File: config.mk
export PLATFORM = sky130hd
export DESIGN_NAME = scmu_host_bridge
export DESIGN_NICKNAME = d
export VERILOG_FILES = /design/src/rtl/scmu_host_bridge_pkg.sv /design/src/rtl/scmu_cmd_fifo.sv /design/src/rtl/scmu_host_bridge.sv
export SDC_FILE = /design/constraint.sdc
export NUM_CORES = 1
export LEC_CHECK = 0
export CELL_PAD_IN_SITES_DETAIL_PLACEMENT = 1
export CELL_PAD_IN_SITES_GLOBAL_PLACEMENT = 1
export CORE_ASPECT_RATIO = 1.2
export CORE_UTILIZATION = 45
export DETAILED_ROUTE_END_ITERATION = 8
export DONT_BUFFER_PORTS = 1
export PLACE_DENSITY = 0.76
export SLEW_MARGIN = 25
export SYNTH_ARGS = -nofsm -noshare
export SYNTH_HDL_FRONTEND = slang
export SYNTH_SLANG_ARGS = --single-unit
File: constraint.sdc
create_clock -name clk -period 6.5 [get_ports clk]
set_clock_uncertainty 0.05 [all_clocks]
set_input_delay 0.325 -clock clk [delete_from_list [all_inputs] [get_ports clk]]
set_output_delay 0.325 -clock clk [all_outputs]
set_load 0.02 [all_outputs]
File: src/rtl/scmu_host_bridge_pkg.sv
// Shared definitions for the SCMU host bridge: default bus widths, read timeout
// and the bridge sequencing states.
package scmu_host_bridge_pkg;

    localparam int DEF_DATA_IN_WIDTH  = 36;
    localparam int DEF_DATA_OUT_WIDTH = 32;
    localparam int DEF_ADDR_IN_WIDTH  = 11;
    localparam int DEF_CMD_DEPTH      = 4;
    localparam int DEF_TIMEOUT_CYCLES = 256;

    typedef enum logic [2:0] {
        ST_IDLE     = 3'd0,
        ST_WR_WAIT  = 3'd1,
        ST_WR_ISSUE = 3'd2,
        ST_RD_WAIT  = 3'd3,
        ST_RD_ISSUE = 3'd4,
        ST_RD_CAPT  = 3'd5,
        ST_RSP      = 3'd6
    } state_t;

    // Width of a counter that must reach n-1; never narrower than one bit.
    function automatic int cnt_width(input int n);
        return (n > 2) ? $clog2(n) : 1;
    endfunction

endpackage

File: src/rtl/scmu_cmd_fifo.sv
// Synchronous command FIFO for the host bridge; DEPTH must be a power of two so
// the read/write pointers wrap naturally.
module scmu_cmd_fifo #(
    parameter int WIDTH = 48,
    parameter int DEPTH = 4
) (
    input  logic             clk,
    input  logic             rst,
    input  logic             push,
    input  logic [WIDTH-1:0] wdata,
    input  logic             pop,
    output logic [WIDTH-1:0] rdata,
    output logic             full,
    output logic             empty
);

    localparam int AW = $clog2(DEPTH);
    localparam logic [AW:0] FULL_CNT = (AW + 1)'(DEPTH);

    logic [WIDTH-1:0] mem [DEPTH];
    logic [AW-1:0]    wr_ptr;
    logic [AW-1:0]    rd_ptr;
    logic [AW:0]      count;
    logic             do_push;
    logic             do_pop;

    assign full    = (count == FULL_CNT);
    assign empty   = (count == '0);
    assign do_push = push && !full;
    assign do_pop  = pop && !empty;
    assign rdata   = mem[rd_ptr];

    // NOTE: state is updated with <= so every flop samples pre-edge values,
    // independent of the order in which always_ff blocks are evaluated.
    always_ff @(posedge clk) begin
        if (rst) begin
            wr_ptr <= '0;
            rd_ptr <= '0;
            count  <= '0;
        end else begin
            if (do_push) wr_ptr <= wr_ptr + 1'b1;
            if (do_pop)  rd_ptr <= rd_ptr + 1'b1;
            case ({do_push, do_pop})
                2'b10:   count <= count + 1'b1;
                2'b01:   count <= count - 1'b1;
                default: count <= count;
            endcase
        end
    end

    // NOTE: the storage array is deliberately not reset; count alone decides
    // which entries are valid, so stale contents are never observed.
    always_ff @(posedge clk) begin
        if (do_push) mem[wr_ptr] <= wdata;
    end

endmodule

File: src/rtl/scmu_host_bridge.sv
// Host-side command bridge to the SCMU: queues host commands, issues them one at
// a time with full/empty flow control, and returns read results or timeouts.
module scmu_host_bridge
    import scmu_host_bridge_pkg::*;
#(
    parameter int DATA_IN_WIDTH  = DEF_DATA_IN_WIDTH,
    parameter int DATA_OUT_WIDTH = DEF_DATA_OUT_WIDTH,
    parameter int ADDR_IN_WIDTH  = DEF_ADDR_IN_WIDTH,
    parameter int CMD_DEPTH      = DEF_CMD_DEPTH,
    parameter int TIMEOUT_CYCLES = DEF_TIMEOUT_CYCLES
) (
    input  logic                      clk,
    input  logic                      rst,
    input  logic                      cmd_valid,
    output logic                      cmd_ready,
    input  logic                      cmd_write,
    input  logic [ADDR_IN_WIDTH-1:0]  cmd_addr,
    input  logic [DATA_IN_WIDTH-1:0]  cmd_data,
    output logic                      rsp_valid,
    input  logic                      rsp_ready,
    output logic [DATA_OUT_WIDTH-1:0] rsp_data,
    output logic                      rsp_timeout,
    output logic                      chip_en,
    output logic [ADDR_IN_WIDTH-1:0]  a_in,
    output logic [DATA_IN_WIDTH-1:0]  data_in,
    input  logic [DATA_OUT_WIDTH-1:0] data_out,
    input  logic                      empty,
    input  logic                      full,
    output logic                      busy
);

    localparam int CMD_W = 1 + ADDR_IN_WIDTH + DATA_IN_WIDTH;
    localparam int CNT_W = cnt_width(TIMEOUT_CYCLES);
    localparam logic [CNT_W-1:0] CNT_LAST = CNT_W'(TIMEOUT_CYCLES - 1);

    state_t                     state;
    state_t                     state_nxt;
    logic                       fifo_push;
    logic                       fifo_pop;
    logic                       fifo_full;
    logic                       fifo_empty;
    logic [CMD_W-1:0]           fifo_wdata;
    logic [CMD_W-1:0]           fifo_rdata;
    logic [ADDR_IN_WIDTH-1:0]   cur_addr;
    logic [DATA_IN_WIDTH-1:0]   cur_data;
    logic [CNT_W-1:0]           wait_cnt;
    logic                       rd_timeout;
    logic                       chip_en_nxt;
    logic [ADDR_IN_WIDTH-1:0]   a_in_nxt;
    logic [DATA_IN_WIDTH-1:0]   data_in_nxt;
    logic                       rsp_valid_nxt;

    // Refuse commands while reset is asserted so nothing lands in a queue being cleared.
    assign cmd_ready  = !fifo_full && !rst;
    assign fifo_push  = cmd_valid && cmd_ready;
    assign fifo_wdata = {cmd_write, cmd_addr, cmd_data};
    assign fifo_pop   = (state == ST_IDLE) && !fifo_empty;
    assign busy       = !fifo_empty || (state != ST_IDLE);

    scmu_cmd_fifo #(
        .WIDTH (CMD_W),
        .DEPTH (CMD_DEPTH)
    ) u_cmd_fifo (
        .clk   (clk),
        .rst   (rst),
        .push  (fifo_push),
        .wdata (fifo_wdata),
        .pop   (fifo_pop),
        .rdata (fifo_rdata),
        .full  (fifo_full),
        .empty (fifo_empty)
    );

    // NOTE: every output of this block gets a default first, so no path
    // through the case statement can leave a value held (no latches).
    always_comb begin
        state_nxt     = state;
        rd_timeout    = 1'b0;
        chip_en_nxt   = 1'b0;
        a_in_nxt      = '0;
        data_in_nxt   = '0;
        rsp_valid_nxt = 1'b0;

        case (state)
            ST_IDLE: begin
                if (!fifo_empty) state_nxt = fifo_rdata[CMD_W-1] ? ST_WR_WAIT : ST_RD_WAIT;
            end
            ST_WR_WAIT:  if (!full) state_nxt = ST_WR_ISSUE;
            ST_WR_ISSUE: state_nxt = ST_IDLE;
            ST_RD_WAIT: begin
                if (!empty) begin
                    state_nxt = ST_RD_ISSUE;
                end else if (wait_cnt == CNT_LAST) begin
                    state_nxt  = ST_RSP;
                    rd_timeout = 1'b1;
                end
            end
            ST_RD_ISSUE: state_nxt = ST_RD_CAPT;
            ST_RD_CAPT:  state_nxt = ST_RSP;
            ST_RSP:      if (rsp_ready) state_nxt = ST_IDLE;
            default:     state_nxt = ST_IDLE;
        endcase

        // SCMU pins are registered: drive them during the cycle spent in an issue state.
        if (state_nxt == ST_WR_ISSUE) begin
            chip_en_nxt = 1'b1;
            a_in_nxt    = cur_addr;
            data_in_nxt = cur_data;
        end else if (state_nxt == ST_RD_ISSUE) begin
            chip_en_nxt = 1'b1;
            a_in_nxt    = cur_addr;
        end
        rsp_valid_nxt = (state_nxt == ST_RSP);
    end

    always_ff @(posedge clk) begin
        if (rst) begin
            state       <= ST_IDLE;
            cur_addr    <= '0;
            cur_data    <= '0;
            wait_cnt    <= '0;
            chip_en     <= 1'b0;
            a_in        <= '0;
            data_in     <= '0;
            rsp_valid   <= 1'b0;
            rsp_data    <= '0;
            rsp_timeout <= 1'b0;
        end else begin
            state     <= state_nxt;
            chip_en   <= chip_en_nxt;
            a_in      <= a_in_nxt;
            data_in   <= data_in_nxt;
            rsp_valid <= rsp_valid_nxt;

            if (fifo_pop) begin
                cur_addr <= fifo_rdata[ADDR_IN_WIDTH+DATA_IN_WIDTH-1:DATA_IN_WIDTH];
                cur_data <= fifo_rdata[DATA_IN_WIDTH-1:0];
            end

            // Held at zero outside RD_WAIT, so each read wait starts counting from 0.
            if (state != ST_RD_WAIT) begin
                wait_cnt <= '0;
            end else if (empty) begin
                wait_cnt <= wait_cnt + 1'b1;
            end

            if (state == ST_RD_CAPT) begin
                rsp_data    <= data_out;
                rsp_timeout <= 1'b0;
            end else if (rd_timeout) begin
                rsp_data    <= '0;
                rsp_timeout <= 1'b1;
            end
        end
    end

endmodule

After elaboration in Yosys (flattened, before gate mapping). Memory sizes are Yosys's and may differ from the RTL's. A register that Yosys moved wholly into a read port is not among the register bits. Index checks and enable logic that the tools add are counted.

Bits of input ports: 86. RAM bits: 192. Output and inout port bits: 84. Memories kept: 1. Bits in registers: 147. Logic and storage cells: 71.

Add/subtract/negate cells: 5. Multiplexer cells: 21. Bitwise operators: 1. Reduce and logical (&&, ||, !) cells: 17. Equality and inequality tests: 13.

Memory list: u_cmd_fifo.mem (depth 4, bits a word 48, read ports 1, clocked after Yosys merged registers in 1, wr ports 1, RTL line scmu_cmd_fifo.sv:20) `logic [WIDTH-1:0] mem [DEPTH];`.

Operators with widths (count): $mux 32 (2); $mux 11 (2); $eq 3x3->1 const B (6); $pmux 3 s6 (1); $mux 3 (5); $add 8x1->8 const B (1); $eq 8x8->1 const B (1); $mux 1 (7); $eq 3x2->1 const B (2); $logic_not 3->1 (2); $mux 2 (3); $pmux 3 s2 (1); $reduce_or 2->1 (3); $logic_and 1x1->1 (5); $add 2x1->2 const B (2); $reduce_bool 2->1 (2); $add 3x1->3 const B (1); $eq 3x1->1 const B (1); $logic_not 1->1 (3); $ne 3x2->1 const B (1); $reduce_bool 3->1 (1); $sub 3x1->3 const B (1); $eq 2x1->1 const B (1); $eq 2x2->1 const B (1); other kinds (2) (2).

Longest topological paths before layout. Gate-level depths: netlist of run 1.

Depth in word-level cells: 7. Gate-level depth with buffers: 11. Mapped depth without buffers: 9.

Modules after synthesis. A second synthesis of run 1 with hierarchy kept.

Cell total of the unflattened synthesis: 814. Area, all modules: 12051.6 sq um.

By module, submodules not included: scmu_cmd_fifo (times used 1, sequential area each 5945.7 sq um, cells each 304, area each 7388.3 sq um); scmu_host_bridge (times used 1, sequential area each 2802.7 sq um, cells each 510, area each 4663.2 sq um).

Worst setup path after synthesis of run 1. Ideal clock, no wire load.

Path kind: input port to flip-flop. Start point: in rst. End point: mem u_cmd_fifo.mem[0][0], enable pin. Stages on the path: 3. Path slack: 3.773 ns. Data required time: 6.040 ns. Setup time: 0.410 ns. Arrival time: 2.267 ns. Path buffers: 1. Cell sequence: clkbuf_1 > a211oi_1 > and2_1.

Word-level cells in the longest chain between the ends: 6.

RTL lines: from (decl) (RTL line scmu_host_bridge.sv:13) `input logic rst,`; $logic_not 1->1 (RTL line scmu_host_bridge.sv:54) `assign cmd_ready = !fifo_full && !rst;`; $logic_and 1x1->1 (RTL line scmu_host_bridge.sv:54); $logic_and 1x1->1 (RTL line scmu_host_bridge.sv:55) `assign fifo_push = cmd_valid && cmd_ready;`; $logic_and 1x1->1 (RTL line scmu_cmd_fifo.sv:29) `assign do_push = push && !full;`; $mux 1 (RTL line scmu_cmd_fifo.sv:54) `if (do_push) mem[wr_ptr] <= wdata;`; $mux 1 (not written as such) (RTL line scmu_cmd_fifo.sv:54); to (decl) (RTL line scmu_cmd_fifo.sv:20).

No other way between the ends.

Worst setup path in the final report of run 1.
Start point: reg u_cmd_fifo.count[0]. End point: mem u_cmd_fifo.mem[0][14], enable pin.

Word-level cells in the longest chain between the ends: 7.

RTL lines: from (decl) (RTL line scmu_cmd_fifo.sv:23) `logic [AW:0] count;`; from (signal assigned) (RTL line scmu_cmd_fifo.sv:44) `2'b10: count <= count + 1'b1;`; from (signal assigned) (RTL line scmu_cmd_fifo.sv:45) `2'b01: count <= count - 1'b1;`; from (signal assigned) (RTL line scmu_cmd_fifo.sv:46) `default: count <= count;`; $eq 3x3->1 * (RTL line scmu_cmd_fifo.sv:27) `assign full = (count == FULL_CNT);`; $logic_not 1->1 * (RTL line scmu_cmd_fifo.sv:29, scmu_host_bridge.sv:54); $logic_and 1x1->1 (RTL line scmu_host_bridge.sv:54); $logic_and 1x1->1 (RTL line scmu_host_bridge.sv:55); $logic_and 1x1->1 * (RTL line scmu_cmd_fifo.sv:29); $mux 1 * (RTL line scmu_cmd_fifo.sv:54); $mux 1 (not written as such) * (RTL line scmu_cmd_fifo.sv:54).

Mark *: on every way between the ends. The rest lies on a longest branch, timed or not.

==> summary.md, run 1 <==
| Metric | Value |
|---|---|
| CP Class | `flop to flop` |
| Fmax | `346.4 MHz` |
| Grt total ovfl | `0` |
| P&R area growth vs syn | `18.55%` |
| Register area share after synthesis | `71.10%` |
| Tot GR Track Use | `20.40%` |
| Comb pwr share | `19.3%` |
| Worst reg-to-reg path cell count | `4` |
| Fin crit share | `44.42%` |
| Crit path required time | `6610 ps` |
| Core Area | `26590 µm²` |
| Total power per unit cell area | `388.4 nW/µm²` |
| Fin Setup TNS | `0 ps` |
| Clock share of power | `34.2%` |
| Post-synth EDFFs | `192` |
| Max Cap Viol | `0` |
| Clock Sinks | `341` |
| Clk pin slew, worst setup/hold paths | `60 ps` |
| DIE WIDTH | `153.0 µm` |
| DR WL/cell | `21.75 µm` |
| Crit start category | `flop` |
| Initial antenna violation count | `1` |
| Cells after synthesis | `853` |
| Main synth FF type | `edfxtp_1` |
| Tmin final | `2887 ps` |
| Vias in the first global route | `7806` |
| Count of cell types in the netlist | `50` |
| Leak | `4.810 nW` |
| Routed Antenna Nets | `0` |
| Final net count | `1021` |
| Largest net degree at the start of global routing | `90` |
| Slew Viols, Final | `0` |
| CP cell instances | `nor2_1 -> a211oi_1 -> and2_2 -> buf_4` |
| Root buffer cell | `clkbuf_16` |
| Status | `completed` |
| DR vias | `7141` |
| Worst path buffer plus inverter count | `1` |
| Syn nets | `946` |
| DP Cell Count | `1142` |
| Final hold violation count | `0` |
| Slowest stage delay, CP | `790 ps` |
| Drt initial violations | `497` |
| Worst-Skew Late Latency | `510 ps` |
| First-pass iteration count of the detailed router | `5` |
| Pint | `4.080 mW` |
| Routability cong. | `0.7197` |
| Worst-Margin Slew | `921.3 ps` |
| Area of the mapped netlist | `12300 µm²` |
| First-pass GRT wire length | `44230 µm` |
| CP max FO | `28` |
| Critical path depth | `4` |
| WP data arrival | `2990 ps` |
| Sw frac | `27.98%` |
| Row cnt | `65` |
| Starting Density | `46.27%` |
| Ys Warns | `0` |
| Clock buffer depth | `3` |
| Total Wirelength | `28080 µm` |
| HP Class | `input port to flop` |
| CTS tree | `done` |
| TritonCTS buffer count | `36` |
| I/O pin count | `170` |
| Syn avg cell area | `14.42 µm²` |
| Number of port buffers | `0` |
| Die Area | `28010 µm²` |
| Die height | `183.1 µm` |
| Design Power | `5.665 mW` |
| Post-synth ARST share | `0%` |
| Final instance area | `14590 µm²` |
| Non-Filler Instances | `1291` |
| Area contributors post-synth | `edfxtp_1 (47%), dfxtp_1 (24%), mux4_2 (8.8%)` |
| Cell depth of the worst hold path | `3` |
| Multi-input gate area | `3262 µm²` |
| Setup-failing EPs final | `0` |
| Crit end category | `flop` |
| H-tree Lvls | `2` |
| RSZ-0062 raised after global routing | `false` |
| Peak supply drop | `0.1973 mV` |
| Share of total power in sequential cells | `46.5%` |
| Area after DPL | `12610 µm²` |
| Critical path's slowest cell | `a211oi_1` |
| Layout cell share with drive strength beyond 1 | `14.66%` |
| Vias per cell | `5.531` |
| Delay-heaviest family, CP | `compound AO/OA/AOI/OAI gates` |
| Synthesis-stage register bit count | `341` |
| DR DRC count | `0` |
| Reg area | `8753 µm²` |
| Yosys top cell by area | `edfxtp_1` |
| Slew margin rel. | `38.21%` |
| Area share of the largest cell type after synthesis | `46.86%` |
| Hpwl dp | `15590 µm` |
| Psw | `1.585 mW` |
| # fillers | `2531` |
[layout by cell type (no fill, tap or decap), types with 2 or more instances in the layout]
cell type / instances
and3_1: 2
a21oi_2: 10
dlygate4sd3_1: 82
clkbuf_1: 10
a21oi_1: 57
mux4_2: 48
a22oi_1: 32
ha_1: 6
nand2_1: 97
nand4_1: 15
inv_6: 2
buf_4: 8
nor2_1: 84
nand2b_1: 3
buf_16: 4
xnor2_1: 4
clkbuf_16: 37
dfxtp_1: 147
a31oi_1: 2
nand3_1: 39
edfxtp_1: 192
clkbuf_8: 5
or3_4: 2
and2_2: 4
clkinv_1: 5
o21ai_0: 4
inv_1: 7
o21a_1: 2
or3_1: 3
clkinv_2: 5
a21o_1: 2
xor2_1: 7
[cell type report]
type                            instances  area share (%)
Sequential cell                       341           60.01
Tap cell                              335           2.874
Clock inverter                         13          0.6262
Multi-Input combinational cell        446           22.36
Antenna cell                            1         0.01716
Inverter                                8          0.2059
Clock buffer                           52           7.077
Timing Repair Buffer                   95           6.828
[stage by stage]
step | util [%] | setup slack [ps] | hold WS (ps)
floorplan | - | 3773 | 372.2
global placement | 47.08 | 3527 | 355.2
detailed placement | 47.41 | 3576 | 357.3
CTS | 54.82 | 3552 | 3.760
global route | 54.85 | 3395 | 48.18
finish | 54.85 | 3613 | 27.89
[path summary, 6_finish.rpt]
check / from / endpoint / slack (ps)
worst max-delay path: u_cmd_fifo.count[0] / u_cmd_fifo.mem[0][14] / 3610
worst min register to register: cur_data[30] / data_in[30] / 390
worst min-delay path: empty / wait_cnt[4] / 30
worst max register to register: u_cmd_fifo.count[0] / u_cmd_fifo.mem[0][14] / 3610
[tightest hold or removal path, stage by stage]
cell and delay, ps:
nand4_1 70, xor2_1 70, nor2_1 80
[registers in the layout, indices dropped and copies added, names as in the netlist, 2 cells and up, named ones only]
register	count
u_cmd_fifo.mem	192
cur_data	36
data_in	36
rsp_data	32
a_in	11
cur_addr	11
wait_cnt	8
state	3
u_cmd_fifo.count	3
u_cmd_fifo.rd_ptr	2
u_cmd_fifo.wr_ptr	2
[power by group through the flow]
stage | registers, mW | clock network (mW) | logic (mW)
global placement | 2.71 | 0 | 0.931
floorplan | 2.59 | 0 | 0.857
CTS | 2.63 | 1.99 | 1.11
detailed placement | 2.68 | 0 | 1.04
finish | 2.63 | 1.94 | 1.10
global route | 2.66 | 2.07 | 1.21
[per-layer routing]
layer | up-vias | share of wire, % | routed length [µm] | global-route usage (%)
met2 | 242 | 51 | 14290 | 36.40
met3 | 44 | 6.9 | 1933 | 5.057
met5 | - | 0 | 0 | 0
met4 | 0 | 2.2 | 614 | 6.586
li1 | 3277 | - | - | -
met1 | 3578 | 40 | 11240 | 24.17
[logic make-up (layout without fill, tap and decap cells)]
family	after synthesis	count (layout)	share of synthesized area, %
AOI/OAI and AO/OA	118	118	6.345
xor gates and xnor gates	11	11	0.7830
adders and majority gates	7	7	0.7728
buffers and inverters	66	168	2.634
DFF	341	341	71.10
muxes	49	49	8.867
other	0	1	0
and+or+nand+nor	261	261	9.498
[Yosys cell counts, drive strengths merged (5+ instances only)]
cell type  number
a21oi          67
a22oi          32
buf            31
clkbuf         27
dfxtp         149
edfxtp        192
ha              6
inv             8
mux4           48
nand2          98
nand3          39
nand4          15
nor2           84
o21ai           5
or3             5
xor2            7
[what timing repair did]
action	CTS	global route
gates resized for setup	0	0
hold buffers	83	0
buffers inserted	0	0
hold endpoints to repair	288	0
Power figures use the tool's default switching activity.
==> run 2, diff against run 1 <==
--- a/config.mk
+++ b/config.mk
@@ -5,13 +5,14 @@
 export SDC_FILE = /design/constraint.sdc
 export NUM_CORES = 1
 export LEC_CHECK = 0
+export ABC_AREA = 1
 export CELL_PAD_IN_SITES_DETAIL_PLACEMENT = 1
 export CELL_PAD_IN_SITES_GLOBAL_PLACEMENT = 1
 export CORE_ASPECT_RATIO = 1.2
 export CORE_UTILIZATION = 45
 export DETAILED_ROUTE_END_ITERATION = 8
 export DONT_BUFFER_PORTS = 1
-export PLACE_DENSITY = 0.76
+export PLACE_DENSITY = 0.81
 export SLEW_MARGIN = 25
 export SYNTH_ARGS = -nofsm -noshare
 export SYNTH_HDL_FRONTEND = slang
==> constraint.sdc (replaced) <==
create_clock -name clk -period 2.6 [get_ports clk]
set_clock_uncertainty 0.05 [all_clocks]
set_input_delay 0.13 -clock clk [delete_from_list [all_inputs] [get_ports clk]]
set_output_delay 0.13 -clock clk [all_outputs]
set_load 0.02 [all_outputs]
==> run 2 against run 1 <==
Net effect: the flow now finishes with violations (DRC); total power grew to 2.5 times the previous value; critical path type unchanged; clock power is 140% higher; sequential share of layout area is 1.1 points lower; setup slack worse by 3400 ps; register-to-register slack worse by 3400 ps; synthesized cell count is 30% higher; non-clock buffer count is 37 higher; largest cell class unchanged; area after synthesis is 0.67% lower; design area is 1.8% higher.
==> summary.md, run 2 <==
| Metric | Value |
|---|---|
| Status | `complete, but fails checks` |
| Failing checks | `DRC` |
| Register name with the most flops | `u_cmd_fifo.mem` |
| Setup-failing EPs final | `0` |
| Synth Area in Adders | `0.7781%` |
| Vias per cell | `5.288` |
| Vias in the first global route | `9177` |
| Worst Min Path Start | `rst` |
| Cell depth of the worst hold path | `3` |
| Slew margin rel. | `61.61%` |
| Post-synth EDFFs | `192` |
| # fillers | `2720` |
| Crit end category | `flop` |
| Most common cell in the netlist | `nor2_1` |
| Hpwl dp | `16850 µm` |
| First-pass iteration count of the detailed router | `7` |
| Cells after synthesis | `1107` |
| Leak | `5.251 nW` |
| Post-synth ARST share | `0%` |
| Total Wirelength | `30820 µm` |
| Drt initial violations | `475` |
| Area of the mapped netlist | `12220 µm²` |
| Non-Filler Instances | `1579` |
| Root buffer cell | `clkbuf_16` |
| Peak supply drop | `0.8284 mV` |
| First-pass GRT wire length | `48480 µm` |
| Synth Area in Simple Gates | `11.45%` |
| Largest family of logic cells by synthesized area | `compound AO/OA/AOI/OAI gates` |
| HP Class | `input port to flop` |
| Worst-Skew Late Latency | `520 ps` |
| CTS tree | `done` |
| Area after DPL | `12620 µm²` |
| Synth Area in XOR/XNOR | `0.07166%` |
| Final instance area | `14850 µm²` |
| Count of cell types in the netlist | `29` |
| Fin crit share | `90.55%` |
| Tightest hold margin | `16.73 ps` |
| Final net count | `1307` |
| Total power per unit cell area | `968.1 nW/µm²` |
| Starting Density | `46.10%` |
| I/O pin count | `170` |
| Tot GR Track Use | `22.40%` |
| DR WL/cell | `19.52 µm` |
| Tmin final | `2354 ps` |
| TritonCTS buffer count | `35` |
| DP Cell Count | `1400` |
| Grt total ovfl | `0` |
| Flop2flop setup slack | `250 ps` |
| DIE WIDTH | `152.4 µm` |
| Initial antenna violation count | `3` |
| Design Power | `14.38 mW` |
| WP data arrival | `2750 ps` |
| DR DRC count | `21` |
| Critical R2R Launch | `state[1]` |
| Worst R2R End | `rsp_data[9]` |
| Crit path required time | `3000 ps` |
| Area share of the largest cell type after synthesis | `47.17%` |
| Syn avg cell area | `11.04 µm²` |
| Largest regs | `u_cmd_fifo.mem (192), cur_data (36), data_in (36)` |
| PostCTS Resize Cnt | `0` |
| Die Area | `27820 µm²` |
| Worst reg-to-reg path cell count | `8` |
| Number of port buffers | `0` |
| Core Area | `26510 µm²` |
| Syn nets | `1200` |
| Fmax | `424.8 MHz` |
| DR vias | `8349` |
| Routability cong. | `0.7435` |
| Max Cap Viol | `0` |
| Hold EP | `cur_data[22]` |
| Register area share after synthesis | `71.58%` |
| Worst-Margin Slew | `575.0 ps` |
| Routed Antenna Nets | `0` |
| Final hold violation count | `0` |
| Yosys top cell by area | `edfxtp_1` |
| Largest net degree at the start of global routing | `100` |
| Area contributors post-synth | `edfxtp_1 (47%), dfxtp_1 (24%), nor2_1 (7.6%)` |
| Main synth FF type | `edfxtp_1` |
| Clock Sinks | `341` |
| H-tree Lvls | `2` |
| CP max FO | `34` |
| Commonest non-fill, non-tap cell in the layout | `nor2_1` |
| Max reg flops | `192` |
| Fin Setup TNS | `0 ps` |
| Clock buffer depth | `3` |
| Commonest cells after routing, fill and taps aside | `nor2_1 (242), edfxtp_1 (192), o21ai_0 (148)` |
| Layout cell share with drive strength beyond 1 | `8.783%` |
| Clk pin slew, worst setup/hold paths | `60 ps` |
| RSZ-0062 raised after global routing | `false` |
| CP Class | `flop to flop` |
| Synthesis-stage register bit count | `341` |
| Post-synth top cells | `nor2_1 (246), edfxtp_1 (192), dfxtp_1 (149), o21ai_0 (148), nand2_1 (94)` |
| P&R area growth vs syn | `21.49%` |
| Die height | `182.5 µm` |
| Compound-Gate Fraction of Synth Area | `11.64%` |
| Mux contribution to synthesized area | `0%` |
| Slew Viols, Final | `0` |
| Crit start category | `flop` |
| Ys Warns | `0` |
| Row cnt | `65` |
==> run 2: changes by cell type after synthesis, moves of 5 or more <==
| cell | change |
|---|---|
| buf_1 | +5 |
| inv_1 | +64 |
| nor2_1 | +162 |
| o21ai_0 | +144 |
| a21oi_1 | -6 |
| nand3_1 | -34 |
| a31oi_1 | +46 |
| xor2_1 | -7 |
| nor2_2 | +5 |
| a22oi_1 | -32 |
| nand4_1 | -13 |
| mux4_2 | -48 |
==> run 2: cell families (layout without fill, tap and decap cells) <==
group / after synthesis / after routing
adders and majority gates: 7 / 7
xor gates and xnor gates: 1 / 1
buffers and inverters: 136 / 270
other: 0 / 3
AOI/OAI and AO/OA: 261 / 261
and+or+nand+nor: 361 / 361
DFF: 341 / 341
==> run 2: report_power, final <==
| part | internal, mW | switching [mW] |
|---|---|---|
| clock network | 2.67 | 2.03 |
| registers | 6.27 | 0.378 |
| logic | 0.945 | 2.07 |
==> run 2: cell type report <==
cell class / count / area, µm² / area share, %
multi-input cells: 630 / 2960 / 19.94
well taps: 335 / 419.2 / 2.823
flip-flops and latches: 341 / 8753 / 58.95
repair buffers: 132 / 1344 / 9.050
clock buffers: 47 / 980.9 / 6.607
inverters: 74 / 277.8 / 1.871
diodes: 3 / 7.507 / 0.05056
clock inverters: 17 / 105.1 / 0.7078
==> run 2: critical path, stage by stage, from the launching register on <==
cell	delay, ps
dfxtp_1	390
inv_2	70
nand3_1	110
inv_2	250
a31oi_2	220
buf_4	340
nand2_1	110
a21oi_1	160
dlygate4sd3_1	590
==> run 2: worst max-delay path by stage <==
stage / slack (ps) / start / cells after the start / to
after floorplan: -260 / u_cmd_fifo.count[1] / 4 / u_cmd_fifo.mem[0][0]
after global placement: 600 / u_cmd_fifo.count[0] / 11 / u_cmd_fifo.count[2]
after detailed placement: 500 / state[0] / 10 / u_cmd_fifo.count[2]
after CTS: 330 / state[1] / 8 / rsp_data[28]
after global routing: 80 / state[1] / 8 / rsp_data[13]
final: 250 / state[1] / 8 / rsp_data[9]
==> run 2: stage by stage <==
step,setup WS [ps],utilization [%]
6_report,245.7,56.00
5_1_grt,84.30,56.00
4_1_cts,332.1,55.97
3_5_place_dp,500.1,47.61
3_3_place_gp,595.2,47.61
2_1_floorplan,-261.1,-
==> run 2: routing by layer <==
layer / up-vias / track usage, % / share of wire [%]
met2: 234 / 42.73 / 53
met1: 4089 / 24.44 / 39
met5: - / 0 / 0
met4: 0 / 8.323 / 2.5
li1: 3973 / - / -
met3: 53 / 4.441 / 5.5
==> run 2: timing repair <==
action	CTS	global route
setup endpoints to repair	0	0
hold buffers	112	0
hold endpoints to repair	239	0
setup buffers	0	0
